===== src/rtl/sieve_marker.sv =====
// Sieve-of-Eratosthenes writer for a 1-bit BoolRam: clears [2, lmax], then marks the multiples of each prime as 1.
// Optional build macro SIEVE_ODD_STEP_EN: after p=2, test only odd p and mark only odd multiples.
module sieve_marker #(
    parameter int ADDR_W = 10
) (
    input  logic              clk,
    input  logic              reset,
    input  logic              start,
    input  logic [ADDR_W-1:0] max_prime,
    input  logic              bool_ram_q,
    output logic [ADDR_W-1:0] bool_ram_addr,
    output logic              bool_ram_data,
    output logic              bool_ram_wren,
    output logic              busy,
    output logic              done_sieving
);

    typedef enum logic [2:0] {
        S_IDLE, S_CLEAR, S_READ, S_EVAL, S_MARK, S_DONE
    } state_t;

    state_t              state, state_n;
    logic [ADDR_W-1:0]   lmax, lmax_n;
    logic [ADDR_W-1:0]   a, a_n;
    logic [ADDR_W-1:0]   p, p_n;
    logic [ADDR_W:0]     m, m_n;

    logic [ADDR_W:0]     step;
    logic [ADDR_W-1:0]   pinc;
    logic [ADDR_W-1:0]   p_adv;
    logic [ADDR_W:0]     m_step;
    logic [2*ADDR_W-1:0] sq_cur;
    logic [2*ADDR_W-1:0] sq_adv;
    logic                adv_done;
    logic                unused_sq_hi;

    always_comb begin
`ifdef SIEVE_ODD_STEP_EN
        if (p == ADDR_W'(2)) begin
            step = {1'b0, p};
            pinc = ADDR_W'(1);
        end else begin
            step = {p, 1'b0};
            pinc = ADDR_W'(2);
        end
`else
        step = {1'b0, p};
        pinc = ADDR_W'(1);
`endif
    end

    // Squares are formed at full width so the termination test never wraps.
    assign sq_cur       = {{ADDR_W{1'b0}}, p} * {{ADDR_W{1'b0}}, p};
    assign p_adv        = p + pinc;
    assign sq_adv       = {{ADDR_W{1'b0}}, p_adv} * {{ADDR_W{1'b0}}, p_adv};
    assign adv_done     = sq_adv > {{ADDR_W{1'b0}}, lmax};
    assign m_step       = m + step;
    assign unused_sq_hi = ^sq_cur[2*ADDR_W-1:ADDR_W+1];

    always_ff @(posedge clk) begin
        if (reset) begin
            state <= S_IDLE;
            lmax  <= '0;
            a     <= '0;
            p     <= ADDR_W'(2);
            m     <= '0;
        end else begin
            state <= state_n;
            lmax  <= lmax_n;
            a     <= a_n;
            p     <= p_n;
            m     <= m_n;
        end
    end

    always_comb begin
        state_n       = state;
        lmax_n        = lmax;
        a_n           = a;
        p_n           = p;
        m_n           = m;
        bool_ram_addr = '0;
        bool_ram_data = 1'b0;
        bool_ram_wren = 1'b0;
        busy          = 1'b0;
        done_sieving  = 1'b0;

        case (state)
            S_IDLE, S_DONE: begin
                done_sieving = (state == S_DONE);
                if (start) begin
                    lmax_n  = max_prime;
                    a_n     = ADDR_W'(2);
                    state_n = (max_prime < ADDR_W'(2)) ? S_DONE : S_CLEAR;
                end
            end
            S_CLEAR: begin
                busy          = 1'b1;
                bool_ram_addr = a;
                bool_ram_wren = 1'b1;
                if (a == lmax) begin
                    p_n     = ADDR_W'(2);
                    state_n = (lmax < ADDR_W'(4)) ? S_DONE : S_READ;
                end else begin
                    a_n = a + ADDR_W'(1);
                end
            end
            S_READ: begin
                busy          = 1'b1;
                bool_ram_addr = p;
                state_n       = S_EVAL;
            end
            S_EVAL: begin
                busy = 1'b1;
                if (!bool_ram_q) begin
                    m_n     = sq_cur[ADDR_W:0];
                    state_n = S_MARK;
                end else begin
                    p_n     = p_adv;
                    state_n = adv_done ? S_DONE : S_READ;
                end
            end
            S_MARK: begin
                busy          = 1'b1;
                bool_ram_addr = m[ADDR_W-1:0];
                bool_ram_data = 1'b1;
                bool_ram_wren = 1'b1;
                if (m_step > {1'b0, lmax}) begin
                    p_n     = p_adv;
                    state_n = adv_done ? S_DONE : S_READ;
                end else begin
                    m_n = m_step;
                end
            end
            default: state_n = S_IDLE;
        endcase
    end

endmodule


===== config.mk =====
export PLATFORM = sky130hd
export DESIGN_NAME = sieve_marker
export DESIGN_NICKNAME = d
export VERILOG_FILES = /design/src/rtl/sieve_marker.sv
export SDC_FILE = /design/constraint.sdc
export NUM_CORES = 1
export LEC_CHECK = 0
export BUFFER_PORTS_ARGS = -buffer_cell sky130_fd_sc_hd__buf_2
export CORE_MARGIN = 10
export CORE_UTILIZATION = 55
export CTS_CLUSTER_SIZE = 40
export DETAILED_ROUTE_END_ITERATION = 6
export GPL_TIMING_DRIVEN = 0
export HOLD_SLACK_MARGIN = 0.06
export PLACE_DENSITY = 0.79
export REMOVE_ABC_BUFFERS = 1
export SYNTH_ARGS = -nofsm -noshare
export SYNTH_HDL_FRONTEND = slang
export SYNTH_SLANG_ARGS = --single-unit

===== constraint.sdc =====
create_clock -name clk -period 9 [get_ports clk]
set_input_delay 0.45 -clock clk [delete_from_list [all_inputs] [get_ports clk]]
set_output_delay 0.45 -clock clk [all_outputs]
set_load 0.01 [all_outputs]

==> results.md, run 1 <==
- Clock slew at the register clock pins of the worst setup and hold paths: 0.06 ns
- Final setup viols: 0
- RSZ-0062 raised after global routing: no
- Synth Area in Simple Gates: 0.191
- Worst clock skew: 0.00277 ns
- CTS tree: yes
- Max-cap violations: 0
- First-pass GRT wire length: 30.4 mm
- XOR/XNOR Fraction of Synth Area: 0.0841
- Least-Margin Pin Slew: 1.05 ns
- CP max stage delay: 1.02 ns
- Status: completed
- IO Count: 28
- #FFs+latches synth: 44
- Resize count post-CTS: 0
- R2R Path End: state[0]
- Crit path arrival time: 8.47 ns
- IO buf count: 27
- CP Depth: 28
- DRT antenna net count: 0
- Maximum vdd drop: 166 µV
- Final net count: 1,127
- Row cnt: 42
- Synth warn: 0
- Skew-Pair Late Insertion Delay: 0.28 ns
- Period utilization: 0.921
- Share of layout cells above drive strength 1: 0.0573
- WS Path Type: flop to flop
- Setup repair bufs after CTS: 0
- Worst setup SP type: flop
- Global route overflow: 0
- Die width: 137 µm
- H-tree depth: 2
- Mux contribution to synthesized area: 0.0122
- Via count: 6,407
- Worst path most repeated cell: inv_1
- Fillers: 1,195
- Post-synthesis adder-cell area fraction: 0.359
- Compound-Gate Fraction of Synth Area: 0.150
- Crit path max-delay cell type: dfxtp_1
- Slew Limit Fails: 0
- Critical Path RT: 9.18 ns
- Cts bufs inserted: 5
- Synth-to-Final Area Change: 4.68%
- Initial Util: 0.563
- Vias in the first global route: 6,191
- Largest net degree at the start of global routing: 37
- Mapped Cells: 946
- Hold buffer count at CTS: 0
- Leak pwr: 3.92 nW
- Pre-Repair DR Iteration Count: 7
- GPL Wtd Cong: 0.908
- Critical path origin: p[0]
- Worst reg-to-reg path cell count: 28
- PwrDens: 129 mW/mm²
- Antenna Diode Count: 0
- CP endpoint: state[0]
- Final hold viol count: 0
- HP Class: primary input to flop
- WL per Instance: 15.8 µm
- Post-layout min period: 8.29 ns
- WL final: 17.7 mm
- Worst path top cell family by delay: adder cells
- Critical Path Fanout Max: 28
- Die Y: 137 µm
- DR DRC count: 0
- All-Layer GR Usage: 0.195
- Core area: 0.0133 mm²
- Buffers & Inverters on Critical Path: 6
- TNS Setup: 0 ns
- Part of the Yosys area used for sequential elements: 0.118
- Full die area: 0.0187 mm²
- R2r setup slk: 0.71 ns
- Highest Clock Rate: 121 MHz
- Area taken by multi-input logic gates: 0.00596 mm²
- Initial DRC Count: 466
- Clock Root Buffer: clkbuf_16
- Finished Layout Cells: 1,118
- Via density: 5.73
- Max clock buf depth: 2
- DP Wirelength: 13.7 mm
- Total power: 1.01 mW
- Final Util: 0.589
- Crit Reg-Reg Startpoint: p[0]
- Syn_area_per_cell: 7.91 µm²
- Initial antenna violation count: 0
- Crit end category: flop
- TritonCTS Sinks: 44
- Largest family of logic cells by synthesized area: adder cells
- Number of synthesized flops with an enable pin: 0
- Async set-or-reset flop fraction in the synthesized netlist: 0
- Post-synth cell types: 58
- Synthesized cell area: 0.00748 mm²
- Placed Cells: 1,110
- Sequential cell area: 881 µm²
- Synth Flop Type: dfxtp_1
- Worst slew margin: 0.296
[sequential cells by signal, summed over array words and instances, names as in the netlist]
name,count
lmax,10
m,11
a,10
p,10
state,3
[layout make-up]
type | instances | share of cell area
Clock inverter | 3 | 0.00240
Tap cell | 176 | 0.0281
Clock buffer | 5 | 0.0160
Sequential cell | 44 | 0.112
Timing Repair Buffer | 27 | 0.0173
Inverter | 130 | 0.0623
Multi-Input combinational cell | 733 | 0.762
[routing by layer]
| metal | vias up | routed length, µm | GRT usage |
|---|---|---|---|
| met5 | - | 0 | 0 |
| met4 | 0 | 210 | 0.0337 |
| met3 | 16 | 1090 | 0.0235 |
| met2 | 207 | 8150 | 0.323 |
| met1 | 3041 | 8220 | 0.269 |
| li1 | 3143 | - | - |
[through the flow]
stage / instance area, µm² / hold slack, ns / setup WS, ns
floorplan: 7330 / 0.443 / 1.94
global placement: 7680 / 0.466 / 0.736
detailed placement: 7690 / 0.477 / 0.725
CTS: 7830 / 0.401 / 0.662
global route: 7830 / 0.430 / 0.0901
finish: 7830 / 0.398 / 0.711
[report_power, final]
| part | switching (mW) | internal, mW |
|---|---|---|
| clock | 0.0786 | 0.102 |
| combinational | 0.340 | 0.204 |
| sequential | 0.0607 | 0.227 |
[worst min path at each step]
stage | start | end | cells past startpoint
floorplan | m[4] | m[4] | 2
global placement | m[4] | m[4] | 2
detailed placement | m[4] | m[4] | 2
CTS | max_prime[0] | lmax[0] | 3
global route | max_prime[8] | lmax[8] | 3
finish | max_prime[0] | lmax[0] | 3
[synth_stat cells (all sizes together), types with 3 or more instances]
library cell / count / area [µm²]
o31ai: 5 / 42.5
a22oi: 11 / 82.6
or3: 3 / 18.8
nand2: 82 / 308
fa: 71 / 1420
a21o: 12 / 90.1
nor2b: 12 / 75.1
and3: 3 / 18.8
a31oi: 3 / 18.8
nand2b: 15 / 93.8
nor4: 7 / 43.8
ha: 101 / 1260
o21ai: 39 / 195
nand4: 15 / 93.8
clkbuf: 37 / 139
a211oi: 10 / 80.1
nor3: 18 / 90.1
o21bai: 3 / 22.5
xor2: 25 / 219
or2: 9 / 56.3
a21oi: 67 / 339
o21a: 4 / 30.0
a221oi: 3 / 26.3
inv: 130 / 488
nand3b: 4 / 30.0
and2: 20 / 125
mux2i: 8 / 80.1
o22ai: 3 / 18.8
nor2: 91 / 342
dfxtp: 44 / 881
xnor2: 46 / 410
nand3: 19 / 95.1
o211ai: 4 / 30.0
[worst reg2reg max path: cells and delay by family (launching register included)]
| kind | cells | cell delay, ns |
|---|---|---|
| adders and majority gates | 8 | 3.64 |
| AOI/OAI and AO/OA | 6 | 1.14 |
| and+or+nand+nor | 6 | 1.08 |
| DFF | 1 | 1.02 |
| xor gates and xnor gates | 2 | 0.72 |
| buffers and inverters | 6 | 0.60 |
[layout by cell type, fill, tap and decap left out, types with 15 or more instances in the layout]
| cell | n |
|---|---|
| inv_1 | 130 |
| xor2_1 | 25 |
| buf_2 | 27 |
| o21ai_0 | 33 |
| nor3_1 | 18 |
| nand2_1 | 82 |
| and2_1 | 20 |
| ha_1 | 101 |
| a21oi_1 | 66 |
| fa_1 | 71 |
| nand4_1 | 15 |
| xnor2_1 | 45 |
| nor2_1 | 91 |
| nand2b_1 | 15 |
| nand3_1 | 19 |
| dfxtp_1 | 44 |
[cells by family (layout without fill, tap and decap cells)]
kind of cell    count (synthesis)  count (layout)
simple gates                  302             302
compound gates                179             179
fa+ha+maj                     172             172
buf+inv                       169             165
xor+xnor                       71              71
flops                          44              44
mux                             9               9
Power figures use the tool's default switching activity.
==> run 2: changes to the inputs <==
--- a/config.mk
+++ b/config.mk
@@ -6,7 +6,8 @@
 export NUM_CORES = 1
 export LEC_CHECK = 0
 export BUFFER_PORTS_ARGS = -buffer_cell sky130_fd_sc_hd__buf_2
-export CORE_MARGIN = 10
+export CORE_ASPECT_RATIO = 0.6
+export CORE_MARGIN = 2
 export CORE_UTILIZATION = 55
 export CTS_CLUSTER_SIZE = 40
 export DETAILED_ROUTE_END_ITERATION = 6
==> run 2 against run 1 <==
Non-clock buffer count increased by 1. First-iteration DRC count grew 36%. Via count up 1.9%. Cell area is essentially flat. Setup slack lost 0.16 ns. Clock-buffer cell count is the same.
==> results.md, run 2 (same netlist as run 1, synthesis figures left out) <==
- Share of layout cells above drive strength 1: 0.0594
- Post-layout min period: 8.45 ns
- Clock Root Buffer: clkbuf_16
- Buffers & Inverters on Critical Path: 4
- Number of flip-flops in the largest register: 11
- IO buf count: 27
- Crit end category: flop
- Top reg by flops: m
- All-Layer GR Usage: 0.270
- PwrDens: 132 mW/mm²
- Placed Cells: 1,105
- Final setup viols: 0
- Fillers: 1,183
- Synth-to-Final Area Change: 4.70%
- WL final: 18.8 mm
- Least-Margin Pin Slew: 1.01 ns
- Highest Clock Rate: 118 MHz
- Initial antenna violation count: 0
- Maximum vdd drop: 167 µV
- CTS tree: yes
- Antenna Diode Count: 0
- Max-cap violations: 0
- CP max stage delay: 0.87 ns
- Die width: 155 µm
- Clock power frac: 0.179
- Hold_sp: max_prime[0]
- Skew-Pair Late Insertion Delay: 0.29 ns
- Vias in the first global route: 6,202
- Crit Reg-Reg Startpoint: p[3]
- Most frequent cells in the layout: inv_1 (130), ha_1 (101), nor2_1 (91), nand2_1 (82), fa_1 (71)
- Leak pwr: 3.92 nW
- Period utilization: 0.939
- WS Path Type: flop to flop
- Via count: 6,527
- TritonCTS Sinks: 44
- Sw Ratio: 0.483
- DP Wirelength: 14.8 mm
- Worst setup SP type: flop
- Slew Limit Fails: 0
- Crit path arrival time: 8.64 ns
- Initial Util: 0.573
- Worst clock skew: 0.00433 ns
- GR Util met3: 0.0629
- Met2 usage: 0.381
- DRT antenna net count: 0
- Hold slack: 0.395 ns
- Psw: 0.501 mW
- Commonest non-fill, non-tap cell in the layout: inv_1
- Cts bufs inserted: 5
- HP Class: primary input to flop
- Core area: 0.0131 mm²
- WL per Instance: 16.9 µm
- Worst slew margin: 0.324
- Largest net degree at the start of global routing: 37
- Die Y: 94.3 µm
- Final hold viol count: 0
- Row cnt: 32
- Critical path origin: p[3]
- Int Pwr: 0.535 mW
- Global route overflow: 0
- Pre-Repair DR Iteration Count: 7
- Top Usage Layer GRT: met1
- Critical Path RT: 9.19 ns
- Status: completed
- RSZ-0062 raised after global routing: no
- IO Count: 28
- Finished Layout Cells: 1,113
- First-pass GRT wire length: 31.5 mm
- Max clock buf depth: 2
- Comb power frac: 0.540
- GPL Wtd Cong: 0.977
- Full die area: 0.0146 mm²
- Met1 track demand over resource: 0.426
- DR DRC count: 0
- TNS Setup: 0 ns
- Initial DRC Count: 634
- Crit path max-delay cell type: dfxtp_1
- Critical Path Fanout Max: 18
- Sequential power share: 0.281
- Clock slew at the register clock pins of the worst setup and hold paths: 0.07 ns
- H-tree depth: 2
- Hold buffer count at CTS: 0
- Final net count: 1,128
- Via density: 5.86
- Worst path top cell family by delay: adder cells
## run 2: layout make-up
| cell class | instances | area, µm² | area share |
|---|---|---|---|
| inverters | 130 | 488 | 0.0623 |
| flip-flops and latches | 44 | 882 | 0.113 |
| repair buffers | 28 | 140 | 0.0179 |
| clock buffers | 5 | 125 | 0.0160 |
| clock inverters | 3 | 18.8 | 0.00240 |
| well taps | 170 | 213 | 0.0272 |
| multi-input cells | 733 | 5970 | 0.762 |
## run 2: metrics by stage
stage	setup slack [ns]	util	power (mW)	instance area [µm²]
after CTS	0.450	0.600	1.02	7830
after floorplan	1.94	-	0.672	7330
after detailed placement	0.526	0.588	0.827	7680
after global placement	0.660	0.588	0.815	7680
final	0.548	0.600	1.04	7830
after global routing	0.0372	0.600	1.11	7830
## run 2: layer usage
layer / part of all wire / vias to the layer above
li1: - / 3132
met1: 0.50 / 3057
met2: 0.39 / 315
met3: 0.10 / 23
met4: 0.0096 / 0
met5: 0 / -
## run 2: path summary, 6_finish.rpt
check | endpoint | slack [ns] | depth (start not counted)
max | state[0] | 0.55 | 28
min | lmax[0] | 0.39 | 3
max reg2reg | state[0] | 0.55 | 28
min reg2reg | m[4] | 0.50 | 2
## run 2: power by group through the flow
stage / logic (mW) / clock network, mW / registers [mW]
after CTS: 0.543 / 0.187 / 0.287
final: 0.559 / 0.186 / 0.291
after detailed placement: 0.536 / 0 / 0.291
after floorplan: 0.402 / 0 / 0.270
after global placement: 0.525 / 0 / 0.290
after global routing: 0.616 / 0.194 / 0.297
## run 2: worst register-to-register path, delay by kind of cell, from the launching register on
family | cells | cell delay, ns
buf+inv | 4 | 0.25
simple gates | 9 | 2.23
fa+ha+maj | 7 | 2.93
flops | 1 | 0.87
xor+xnor | 2 | 0.85
compound gates | 6 | 1.21
## run 2: what timing repair did
item | in CTS | in global routing
endpoints found under the setup margin | 0 | 2
gates resized for setup | 0 | 2
setup buffers | 0 | 0
==> run 3: changes to the inputs <==
--- a/config.mk
+++ b/config.mk
@@ -8,12 +8,14 @@
 export BUFFER_PORTS_ARGS = -buffer_cell sky130_fd_sc_hd__buf_2
 export CORE_ASPECT_RATIO = 0.6
 export CORE_MARGIN = 2
-export CORE_UTILIZATION = 55
+export CORE_UTILIZATION = 45
+export CTS_BUF_LIST = sky130_fd_sc_hd__clkbuf_8 sky130_fd_sc_hd__clkbuf_16
+export CTS_CLUSTER_DIAMETER = 150
 export CTS_CLUSTER_SIZE = 40
 export DETAILED_ROUTE_END_ITERATION = 6
 export GPL_TIMING_DRIVEN = 0
 export HOLD_SLACK_MARGIN = 0.06
-export PLACE_DENSITY = 0.79
+export PLACE_DENSITY = 0.68
 export REMOVE_ABC_BUFFERS = 1
 export SYNTH_ARGS = -nofsm -noshare
 export SYNTH_HDL_FRONTEND = slang
==> run 3 against run 2 <==
The run now ends with DRC left. Core utilization shrank 11 points. Critical endpoint unchanged. Clock power is essentially flat. Final cell count grew 5.1%. Hold slack lost 0.0039 ns.
==> results.md, run 3 (same netlist as run 1, synthesis figures left out) <==
- Status: finished with violations
- Failing checks: DRC
- TritonCTS Sinks: 44
- Worst setup SP type: flop
- Area after DPL: 0.00775 mm²
- Core area: 0.0163 mm²
- Top reg by flops: m
- Largest net degree at the start of global routing: 37
- Leak pwr: 3.92 nW
- Period utilization: 0.920
- Via density: 5.44
- Critical Path RT: 9.19 ns
- GPL Wtd Cong: 0.939
- Antenna Diode Count: 0
- Cts bufs inserted: 5
- Share of layout cells above drive strength 1: 0.0626
- HP Class: primary input to flop
- Max clock buf depth: 2
- R2R Path End: state[0]
- DP Wirelength: 15.0 mm
- All-Layer GR Usage: 0.227
- Critical Path Fanout Max: 17
- Fillers: 1,572
- Maximum vdd drop: 153 µV
- Sw Ratio: 0.486
- Hold buffer count at CTS: 0
- Skew-Pair Late Insertion Delay: 0.29 ns
- Crit Reg-Reg Startpoint: p[1]
- Clock slew at the register clock pins of the worst setup and hold paths: 0.07 ns
- Worst path most repeated cell: inv_1
- WL per Instance: 16.2 µm
- Least-Margin Pin Slew: 0.979 ns
- Vias in the first global route: 6,145
- Crit end category: flop
- Via count: 6,367
- Post-layout min period: 8.28 ns
- Max-cap violations: 0
- Worst clock skew: 0.00668 ns
- Initial Util: 0.460
- Clock Root Buffer: clkbuf_16
- Comb power frac: 0.543
- Row cnt: 36
- First-pass GRT wire length: 32.1 mm
- Highest Clock Rate: 121 MHz
- Sequential power share: 0.280
- Int Pwr: 0.534 mW
- Crit path arrival time: 8.46 ns
- Initial antenna violation count: 0
- Die width: 170 µm
- DRT antenna net count: 0
- CP max stage delay: 0.84 ns
- Slew Limit Fails: 0
- DR DRC count: 2
- TNS Setup: 0 ns
- Final design instance area without fill: 0.00792 mm²
- CP endpoint: state[0]
- Pre-Repair DR Iteration Count: 7
- Crit path max-delay cell type: dfxtp_1
- IO Count: 28
- Final hold viol count: 0
- Number of flip-flops in the largest register: 11
- Most frequent cells in the layout: inv_1 (130), ha_1 (101), nor2_1 (91), nand2_1 (82), fa_1 (71)
- IO buf count: 27
- Commonest non-fill, non-tap cell in the layout: inv_1
- Full die area: 0.0177 mm²
- WS Path Type: flop to flop
- R2r setup slk: 0.72 ns
- Psw: 0.505 mW
- CTS tree: yes
- Area taken by multi-input logic gates: 0.00598 mm²
- Die Y: 104 µm
- PwrDens: 131 mW/mm²
- H-tree depth: 2
- Sequential cell area: 885 µm²
- Final net count: 1,127
- Hold slack: 0.391 ns
- Clock power frac: 0.177
- Global route overflow: 0
- Critical path origin: p[1]
- Worst reg-to-reg path cell count: 28
- Final setup viols: 0
- WL final: 19.0 mm
- Synth-to-Final Area Change: 5.80%
- Initial DRC Count: 569
- RSZ-0062 raised after global routing: no
- Worst slew margin: 0.343
run 3: changes by cell type in the layout (fill, tap and decap cells not counted):
cell,before,now
a211oi_1,9,8
a211oi_2,1,2
buf_2,28,27
xor2_1,24,23
dfxtp_2,1,3
dfxtp_1,43,41
xor2_2,1,2
run 3: worst min path at each step:
stage / from / depth (start not counted) / to / slack (ns)
floorplan: m[4] / 2 / m[4] / 0.44
global placement: m[4] / 2 / m[4] / 0.48
detailed placement: m[4] / 2 / m[4] / 0.48
CTS: max_prime[0] / 3 / lmax[0] / 0.39
global route: max_prime[0] / 3 / lmax[0] / 0.41
finish: max_prime[0] / 3 / lmax[0] / 0.39
run 3: layer usage:
layer,up-vias,GRT usage,wire length (µm),share of wire
met4,0,0.0311,196,0.010
met5,-,0,0,0
met1,2966,0.373,10100,0.53
li1,3146,-,-,-
met3,24,0.0514,1560,0.082
met2,231,0.298,7140,0.38
run 3: per-stage QoR:
| stage | power, mW | cells | setup WS (ns) | util |
|---|---|---|---|---|
| finish | 1.04 | 1170 | 0.721 | 0.487 |
| global route | 1.12 | 1170 | 0.0656 | 0.487 |
| CTS | 1.03 | 1170 | 0.365 | 0.486 |
| detailed placement | 0.839 | 1162 | 0.404 | 0.477 |
| global placement | 0.826 | 1162 | 0.489 | 0.477 |
| floorplan | 0.672 | 907 | 1.94 | - |
run 3: area by class of cell:
cell class,count,area share
inverters,130,0.0616
repair buffers,27,0.0171
clock inverters,3,0.00237
well taps,228,0.0360
flip-flops and latches,44,0.112
multi-input cells,733,0.755
clock buffers,5,0.0158
run 3: power groups by stage:
stage / Sequential (mW) / Clock (mW) / Combinational, mW
after CTS: 0.288 / 0.185 / 0.552
after floorplan: 0.270 / 0 / 0.402
final: 0.291 / 0.184 / 0.564
after detailed placement: 0.292 / 0 / 0.547
after global routing: 0.297 / 0.193 / 0.629
after global placement: 0.291 / 0 / 0.535
run 3: critical path: cells and delay by family (launching register included):
kind | cells | cell delay (ns)
compound gates | 6 | 1.20
flops | 1 | 0.84
simple gates | 6 | 1.23
xor+xnor | 2 | 0.67
buf+inv | 6 | 0.59
fa+ha+maj | 8 | 3.63
run 3: what timing repair did:
| action | CTS | global route |
|---|---|---|
| endpoints found under the setup margin | 0 | 3 |
| setup buffers | 0 | 0 |
| gates resized for setup | 0 | 5 |
